==> src/rtl/melody_sequencer.sv <==
// melody_sequencer
//   Steps a square-wave tone generator through a fixed note table so a short
//   melody plays on one speaker pin. Each table entry is a half-period (in
//   clocks, 0 = rest) and a duration (in ticks, 0 treated as 1). A silent gap
//   of GAP_TICKS ticks follows every note.
//
// Ports:
//   clk        system clock, rising edge
//   rst_n      asynchronous active-low reset
//   start      level input; a sampled rising edge starts playback at note 0
//   stop       level input; aborts playback on the next clock, no done pulse
//   loop       when 1 at the end of the last note, playback wraps to note 0
//   sp         speaker square wave
//   busy       1 in every state other than IDLE
//   note_idx   index of the current note
//   done       one-clock pulse when playback ends normally
//   sp_en      (MELODY_SEQUENCER_ENVELOPE_EN only) 1 while sp may toggle
//   dbg_state  current FSM state (IDLE=0, LOAD=1, PLAY=2, GAP=3)
//
// Handshake: start/stop are plain levels, no valid/ready; start is edge
// detected internally and ignored while busy, stop wins over start.
//
// Optional feature macro: MELODY_SEQUENCER_ENVELOPE_EN adds a staccato
// release: during the last tick of each note sp is masked on alternate
// half-periods.
module melody_sequencer #(
  parameter int CLK_HZ    = 25000000,
  parameter int TICK_HZ   = 100,
  parameter int NUM_NOTES = 8,
  parameter int GAP_TICKS = 2,
  parameter int HP_W      = 20,
  // Entry 0 sits in the least significant slot. Default: C5..C6, 250 ms each.
  parameter logic [15:0][HP_W-1:0] HP_TABLE = {{8{HP_W'(0)}},
    HP_W'(11939), HP_W'(12651), HP_W'(14204), HP_W'(15944),
    HP_W'(17908), HP_W'(18968), HP_W'(21294), HP_W'(23900)},
  parameter logic [15:0][7:0] DUR_TABLE = {{8{8'd0}}, {8{8'd25}}}
) (
  input  logic       clk,
  input  logic       rst_n,
  input  logic       start,
  input  logic       stop,
  input  logic       loop,
  output logic       sp,
  output logic       busy,
  output logic [3:0] note_idx,
  output logic       done,
`ifdef MELODY_SEQUENCER_ENVELOPE_EN
  output logic       sp_en,
`endif
  output logic [1:0] dbg_state
);

  localparam int TICK_DIV = CLK_HZ / TICK_HZ;
  localparam int TW       = (TICK_DIV > 1) ? $clog2(TICK_DIV) : 1;

  typedef enum logic [1:0] {IDLE = 2'd0, LOAD = 2'd1, PLAY = 2'd2, GAP = 2'd3} state_t;

  state_t            state_q, state_n;
  logic              start_d;
  logic [TW-1:0]     tick_cnt, tick_n;
  logic [HP_W-1:0]   tone_cnt, tone_n;
  logic [HP_W-1:0]   hp_reg, hp_n;
  logic [7:0]        dur_cnt, dur_n;
  logic [3:0]        note_q, note_n;
  logic              sp_q, sp_n;
  logic              done_q, done_n;
  logic              start_rise, tick, advance;
  logic [HP_W-1:0]   rom_hp;
  logic [7:0]        rom_dur;
`ifdef MELODY_SEQUENCER_ENVELOPE_EN
  logic              par_q, par_n;   // flips on every sp toggle
  logic              env_mask;
`endif

  assign start_rise = start & ~start_d;
  assign rom_hp     = HP_TABLE[note_q];
  assign rom_dur    = DUR_TABLE[note_q];
  // The tick counter only moves in PLAY/GAP; it is held at 0 elsewhere.
  assign tick       = (state_q == PLAY || state_q == GAP) && (tick_cnt == TW'(TICK_DIV - 1));

  always_ff @(posedge clk or negedge rst_n) begin
    if (!rst_n) begin
      state_q  <= IDLE;
      start_d  <= 1'b0;
      tick_cnt <= '0;
      tone_cnt <= '0;
      hp_reg   <= '0;
      dur_cnt  <= '0;
      note_q   <= '0;
      sp_q     <= 1'b0;
      done_q   <= 1'b0;
`ifdef MELODY_SEQUENCER_ENVELOPE_EN
      par_q    <= 1'b0;
`endif
    end else begin
      state_q  <= state_n;
      start_d  <= start;
      tick_cnt <= tick_n;
      tone_cnt <= tone_n;
      hp_reg   <= hp_n;
      dur_cnt  <= dur_n;
      note_q   <= note_n;
      sp_q     <= sp_n;
      done_q   <= done_n;
`ifdef MELODY_SEQUENCER_ENVELOPE_EN
      par_q    <= par_n;
`endif
    end
  end

  always_comb begin
    state_n = state_q;
    tick_n  = tick_cnt;
    tone_n  = tone_cnt;
    hp_n    = hp_reg;
    dur_n   = dur_cnt;
    note_n  = note_q;
    sp_n    = sp_q;
    done_n  = 1'b0;
    advance = 1'b0;
`ifdef MELODY_SEQUENCER_ENVELOPE_EN
    par_n   = par_q;
`endif

    case (state_q)
      IDLE: begin
        sp_n   = 1'b0;
        tick_n = '0;
        tone_n = '0;
        note_n = '0;
        if (start_rise && !stop) state_n = LOAD;
      end
      LOAD: begin
        hp_n    = rom_hp;
        dur_n   = (rom_dur == 8'd0) ? 8'd1 : rom_dur;
        tone_n  = '0;
        tick_n  = '0;
        sp_n    = 1'b0;
        state_n = PLAY;
`ifdef MELODY_SEQUENCER_ENVELOPE_EN
        par_n   = 1'b0;
`endif
      end
      PLAY: begin
        tick_n = tick ? '0 : tick_cnt + 1'b1;
        if (hp_reg == '0) begin
          sp_n = 1'b0;
        end else if (tone_cnt == hp_reg - 1'b1) begin
          // Toggle after exactly hp_reg clocks since the previous toggle.
          tone_n = '0;
          sp_n   = ~sp_q;
`ifdef MELODY_SEQUENCER_ENVELOPE_EN
          par_n  = ~par_q;
`endif
        end else begin
          tone_n = tone_cnt + 1'b1;
        end
        if (tick) begin
          if (dur_cnt == 8'd1) begin
            if (GAP_TICKS > 0) begin
              // dur_cnt is reused as the gap tick counter.
              state_n = GAP;
              dur_n   = 8'(GAP_TICKS);
              tick_n  = '0;
              tone_n  = '0;
              sp_n    = 1'b0;
            end else begin
              advance = 1'b1;
            end
          end else begin
            dur_n = dur_cnt - 8'd1;
          end
        end
      end
      GAP: begin
        sp_n   = 1'b0;
        tick_n = tick ? '0 : tick_cnt + 1'b1;
        if (tick) begin
          if (dur_cnt == 8'd1) advance = 1'b1;
          else                 dur_n   = dur_cnt - 8'd1;
        end
      end
      default: state_n = IDLE;
    endcase

    if (advance) begin
      sp_n   = 1'b0;
      tone_n = '0;
      tick_n = '0;
      if (note_q < 4'(NUM_NOTES - 1)) begin
        note_n  = note_q + 4'd1;
        state_n = LOAD;
      end else if (loop) begin
        note_n  = '0;
        state_n = LOAD;
      end else begin
        note_n  = '0;
        state_n = IDLE;
        done_n  = 1'b1;
      end
    end

    // Abort overrides everything, including a normal end on the same clock.
    if (stop && state_q != IDLE) begin
      state_n = IDLE;
      sp_n    = 1'b0;
      note_n  = '0;
      tone_n  = '0;
      tick_n  = '0;
      done_n  = 1'b0;
    end
  end

`ifdef MELODY_SEQUENCER_ENVELOPE_EN
  // Last tick of a tonal note: silence every other half-period.
  assign env_mask = (state_q == PLAY) && (dur_cnt == 8'd1) && par_q;
  assign sp       = sp_q & ~env_mask;
  assign sp_en    = (state_q == PLAY) && (hp_reg != '0) && !env_mask;
`else
  assign sp       = sp_q;
`endif

  assign busy      = (state_q != IDLE);
  assign note_idx  = note_q;
  assign done      = done_q;
  assign dbg_state = state_q;

endmodule

==> config.mk <==
export PLATFORM = sky130hd
export DESIGN_NAME = melody_sequencer
export DESIGN_NICKNAME = d
export VERILOG_FILES = /design/src/rtl/melody_sequencer.sv
export SDC_FILE = /design/constraint.sdc
export NUM_CORES = 1
export LEC_CHECK = 0
export ABC_AREA = 1
export CORE_UTILIZATION = 49
export CTS_BUF_LIST = sky130_fd_sc_hd__clkbuf_4 sky130_fd_sc_hd__clkbuf_8
export CTS_CLUSTER_DIAMETER = 150
export DETAILED_ROUTE_END_ITERATION = 16
export PLACE_DENSITY = 0.78
export SLEW_MARGIN = 40
export SYNTH_ARGS = -nofsm -noshare
export SYNTH_HDL_FRONTEND = slang
export SYNTH_SLANG_ARGS = --single-unit
==> constraint.sdc <==
create_clock -name clk -period 3 [get_ports clk]
set_clock_uncertainty 0.2 [all_clocks]
set_input_delay 0.75 -clock clk [delete_from_list [all_inputs] [get_ports clk]]
set_output_delay 0.75 -clock clk [all_outputs]
set_load 0.005 [all_outputs]
======== After elaboration in Yosys (flattened, before gate mapping) ========
Memories as Yosys holds them, arrays and structs flattened. A register that Yosys moved wholly into a read port is not among the register bits.
Index checks and enable logic that the tools add are counted.
W data, S select, Z words.
storage, ports and cells
  register bits ........................... 55
  memory bits (read-only) ................. 448
  bits of input ports ..................... 5
  output and inout bits ................... 9
  memories kept ........................... 2
operators by class
  add/subtract/negate cells ............... 5
  magnitude comparators ................... 2
  equality and inequality tests ........... 12
  muxes and demuxes ....................... 46
  bitwise logic cells ..................... 3
  reductions and logical operators ........ 18
memory list
  memory            words  width  rd ports  clocked after Yosys merged registers in  wr ports  line  RTL
  (name not given)  16     20     1         1                                        0         76    assign rom_hp = HP_TABLE[note_q];
  (name not given)  16     8      1         0                                        0         77    assign rom_dur = DUR_TABLE[note_q];
operator list
  kind                     count
  $mux W20                 6
  $mux W18                 5
  $pmux W18 S3             1
  $mux W8                  6
  $pmux W20 S2             1
  $pmux W8 S3              1
  $add A20 B1 Y20 const B  1
  $eq A20 B20 Y1           1
  $logic_not A20 Y1        1
  $sub A20 B1 Y20 const B  1
  $add A18 B1 Y18 const B  1
  $eq A18 B18 Y1 const B   1
  $mux W4                  4
  $mux W1                  15
  $mux W2                  5
  $eq A8 B1 Y1 const B     1
  $logic_not A8 Y1         1
  $reduce_and A4 Y1        2
  $sub A8 B1 Y8 const B    1
  $ne A2 B2 Y1 const B     3
  $pmux W2 S3              1
  $reduce_bool A3 Y1       2
  $lt A4 B5 Y1 const B     1
  $reduce_bool A5 Y1       1
  18 further kinds         23

======== Depth between registers and ports, before layout ========
  word-level depth ........................ 9
  gate-level depth with buffers ........... 16
  mapped depth without buffers ............ 16

======== Worst setup path after synthesis ========
No wires, ideal clock.
  path kind ............................... register -> register
  start point ............................. register hp_reg[0]
  end point ............................... register tone_cnt[11]
  arrival time ............................ 1.933 ns
  data required time ...................... 2.684 ns
  setup slack ............................. 0.751 ns
  stages on the path, launching flop included .. 15
  buffers on the path ..................... 1
  period minus slack after synthesis ...... 2.249 ns
  cell sequence ........................... dfrtp_1 inv_2 ha_1 nand3_4 nor2_8 nand2_1 nand3_1 inv_1 nor2_1 nand2_1 nor2_2 nand4_4 buf_6 nand3_2 nand2_2
between the ends
  cells in the longest elaborated chain, start to end .. 9
  elaborated cells between the ends (all ways) .. 10
ends and longest elaborated chain
  element                 line  RTL
  start: declaration      62    logic [HP_W-1:0] hp_reg, hp_n;
  $sub A20 B1 Y20         148   end else if (tone_cnt == hp_reg - 1'b1) begin
  $eq A20 B20 Y1          148
  $mux W20                148
  $mux W20 *              146   if (hp_reg == '0) begin
  $mux W20                159   if (dur_cnt == 8'd1) begin
  $mux W20 *              158   if (tick) begin
  $pmux W20 S2 *          125   case (state_q)
  $mux W20 *              186   if (advance) begin
  $mux W20 *              204   if (stop && state_q != IDLE) begin
  end signal: assignment  99    tone_cnt <= tone_n;
  end: declaration        61    logic [HP_W-1:0] tone_cnt, tone_n;
Mark *: on every way between the ends. The rest lies on a longest branch, timed or not.
A chain may end at the register's enable or synchronous reset.

======== Worst setup path in the final report ========
  start point ............................. register state_q[0] (netlist: dbg_state[0])
  end point ............................... output port busy
between the ends
  cells in the longest elaborated chain, start to end .. 1
ends and longest elaborated chain
  element                   line  RTL
  start: declaration        58    state_t state_q, state_n;
  start signal: assignment  96    state_q <= state_n;
  $reduce_bool A2 Y1        223   assign busy = (state_q != IDLE);
  end: declaration          44    output logic busy,
Every way passes these cells.

==> flow_metrics.py <==
metrics = {
    "outcome": {
        "status": "completed",
    },
    "place": {
        "io_buffers": 13,
        "dp_hpwl_um": 8630,
        "gp_congestion": 0.931,
    },
    "critical_path": {
        "startpoint": "dbg_state[0]",
        "start_kind": "flop",
        "r2r_slack_ns": 0.33,
        "r2r_end": "tone_cnt[13]",
        "worstSetupPathType": "reg2out",
        "crit_fanout": 8,
        "required_ns": 2.05,
        "crit_arrival_ns": 1.96,
        "rr_worst_depth": 11,
        "worstSetupEndpointType": "output port",
        "r2r_start": "hp_reg[0]",
    },
    "clock_network": {
        "htreeDepth": 3,
        "numCtsBuffers": 9,
        "clk_latency_ns": 0.36,
        "cts-root-buf": "clkbuf_8",
        "clock-sinks": 70,
        "clk_path_buf_depth": 2,
        "cts_tree": "yes",
        "hold_buffers": 0,
        "cts_setup_buffers": 0,
        "path_clk_slew_ns": 0.09,
    },
    "synthesis": {
        "synth_commonest_cells": "190 x nand2_1, 86 x inv_1, 74 x nor2_1",
        "netlist_area_um2": 5060,
        "seq_area_frac_synth": 0.346,
        "yosys.area.top_type": "dfrtp_1",
        "synth-async-reset-ratio": 1.00,
        "synth_fp_nets": 723,
        "syn_avg_cell_area_um2": 7.26,
        "ys.flop_type": "dfrtp_1",
        "netlist.area_leader.share": 0.346,
        "yosys-top-cells-area": "dfrtp_1 35%, nand2_1 14%, inv_1 6.4%, nor2_1 5.5%, ha_1 5.2%",
        "synth_most_common_cell": "nand2_1",
        "yosysUniqueCellTypes": 46,
        "synth_edf_count": 0,
        "synth_warnings": 0,
        "syn_inst": 697,
        "synth-seq-cells": 70,
    },
    "detailed_routing": {
        "final_antenna_net_count": 0,
        "drt_iter0_drc": 240,
        "wirelength_um": 11400,
        "drc_errors": 0,
        "via_count": 4473,
        "firstDrtPassIters": 5,
        "post_drt_wl_per_cell_um": 13.4,
        "viasPerCell": 5.26,
    },
    "global_routing": {
        "grt_max_degree": 54,
        "grt_pass1_wl_um": 19900,
        "grt.overflow.total": 0,
        "grt_antenna_before_repair": 0,
        "grt_pass1_vias": 4403,
        "grt_use_total": 0.227,
    },
    "power": {
        "power.density_nw_per_um2": 709,
        "ir_worst_vdd_v": 0.000508,
        "leakagePower_nw": 2.71,
    },
    "timing": {
        "setup_violations": 0,
        "rsz0062_at_grt": "no",
        "relSlewSlack": 0.665,
        "finalCritPeriodShare": 0.971,
        "totalNegativeSetupSlack_ns": 0,
        "fmax_mhz": 343,
        "max_slew.worst_pin.slew_ns": 0.501,
        "drv_slew": 0,
        "finalHoldViolCount": 0,
        "period_needed_ns": 2.91,
    },
    "floorplanning": {
        "num_io_pins": 14,
        "die_y_um": 104,
        "rows": 36,
        "die_x_um": 104,
        "core_um2": 9910,
        "dieArea_um2": 10700,
        "start_util": 0.510,
    },
    "finish": {
        "final_nets": 739,
        "postLayoutCoreUtil": 0.563,
        "drive_gt1_frac": 0.120,
        "fillCellCount": 940,
        "area_growth_pct": 10.4,
        "largest_register_ff_count": 20,
        "antenna_cells": 0,
    },
    "flow_run": {
        "drv_cap": 0,
    },
    "worst_hold_path": {
        "hold_path_class": "in2async",
    },
}
[cell usage in the layout (no fill, tap or decap), types with 4 or more instances in the layout]
master / instances
xor2_1: 28
nor3_1: 8
nand3_2: 10
nor2_4: 4
ha_1: 21
a21oi_1: 11
o21ai_0: 36
xnor2_1: 7
clkdlybuf4s50_1: 12
nand2_2: 10
nor2_1: 74
nand2_1: 190
inv_2: 10
dfrtp_1: 68
nand4_1: 12
nor2_2: 13
clkbuf_8: 10
o22ai_1: 5
nand3_1: 50
inv_1: 86
[worst max-delay path: stages, from the launching register on]
cell	delay (ns)
dfrtp_2	0.46
inv_1	0.13
ha_1	0.30
inv_1	0.18
clkdlybuf4s50_1	0.53
[per-layer routing]
layer / vias to the layer above / track usage / wire length (um)
met5: - / 0 / 0
met4: 0 / 0.0776 / 194
met3: 19 / 0.0453 / 526
met2: 97 / 0.397 / 5690
met1: 2114 / 0.278 / 5000
li1: 2243 / - / -
[power breakdown]
| part | switching, mW | internal, mW |
|---|---|---|
| logic | 1.16 | 0.566 |
| clock network | 0.379 | 0.582 |
| registers | 0.178 | 1.09 |
| total | 1.72 | 2.24 |
[cells by family (layout without fill, tap and decap cells)]
kind of cell	count (synthesis)	count (layout)	share of synthesized area
AOI/OAI and AO/OA	65	65	0.0727
xor gates and xnor gates	35	35	0.0606
adders and majority gates	21	21	0.0520
buffers and inverters	110	131	0.0849
DFF	70	70	0.346
and+or+nand+nor	396	396	0.383
[per-stage QoR]
stage	total power, mW	setup slack, ns	cell area, um^2	instances	hold WS, ns
after global placement	2.92	0.376	5330	835	0.244
after detailed placement	2.99	0.259	5330	835	0.252
after global routing	4.27	0.0116	5580	851	0.158
final	3.96	0.0857	5580	851	0.141
after CTS	3.98	0.0657	5580	851	0.147
after floorplan	2.57	0.751	5060	697	0.233
[final cells by class]
class / instances / area [um^2] / area share
Clock buffer: 10 / 138 / 0.0247
Timing Repair Buffer: 16 / 160 / 0.0287
Tap cell: 133 / 166 / 0.0298
Clock inverter: 6 / 116 / 0.0208
Multi-Input combinational cell: 517 / 2880 / 0.515
Inverter: 99 / 372 / 0.0666
Sequential cell: 70 / 1750 / 0.314
[repair_timing]
item	in CTS	in global routing
endpoints found under the hold margin	0	0
endpoints found under the setup margin	1	1
pin swaps	0	0
gates resized for setup	1	1
[how the worst max path moves through the flow]
stage	to	slack, ns	cells past startpoint
floorplan	tone_cnt[11]	0.75	14
global placement	tone_cnt[17]	0.38	10
detailed placement	tone_cnt[1]	0.26	10
CTS	busy	0.07	4
global route	busy	0.01	4
finish	busy	0.09	4
No activity file was read; power rests on OpenSTA's default activity.
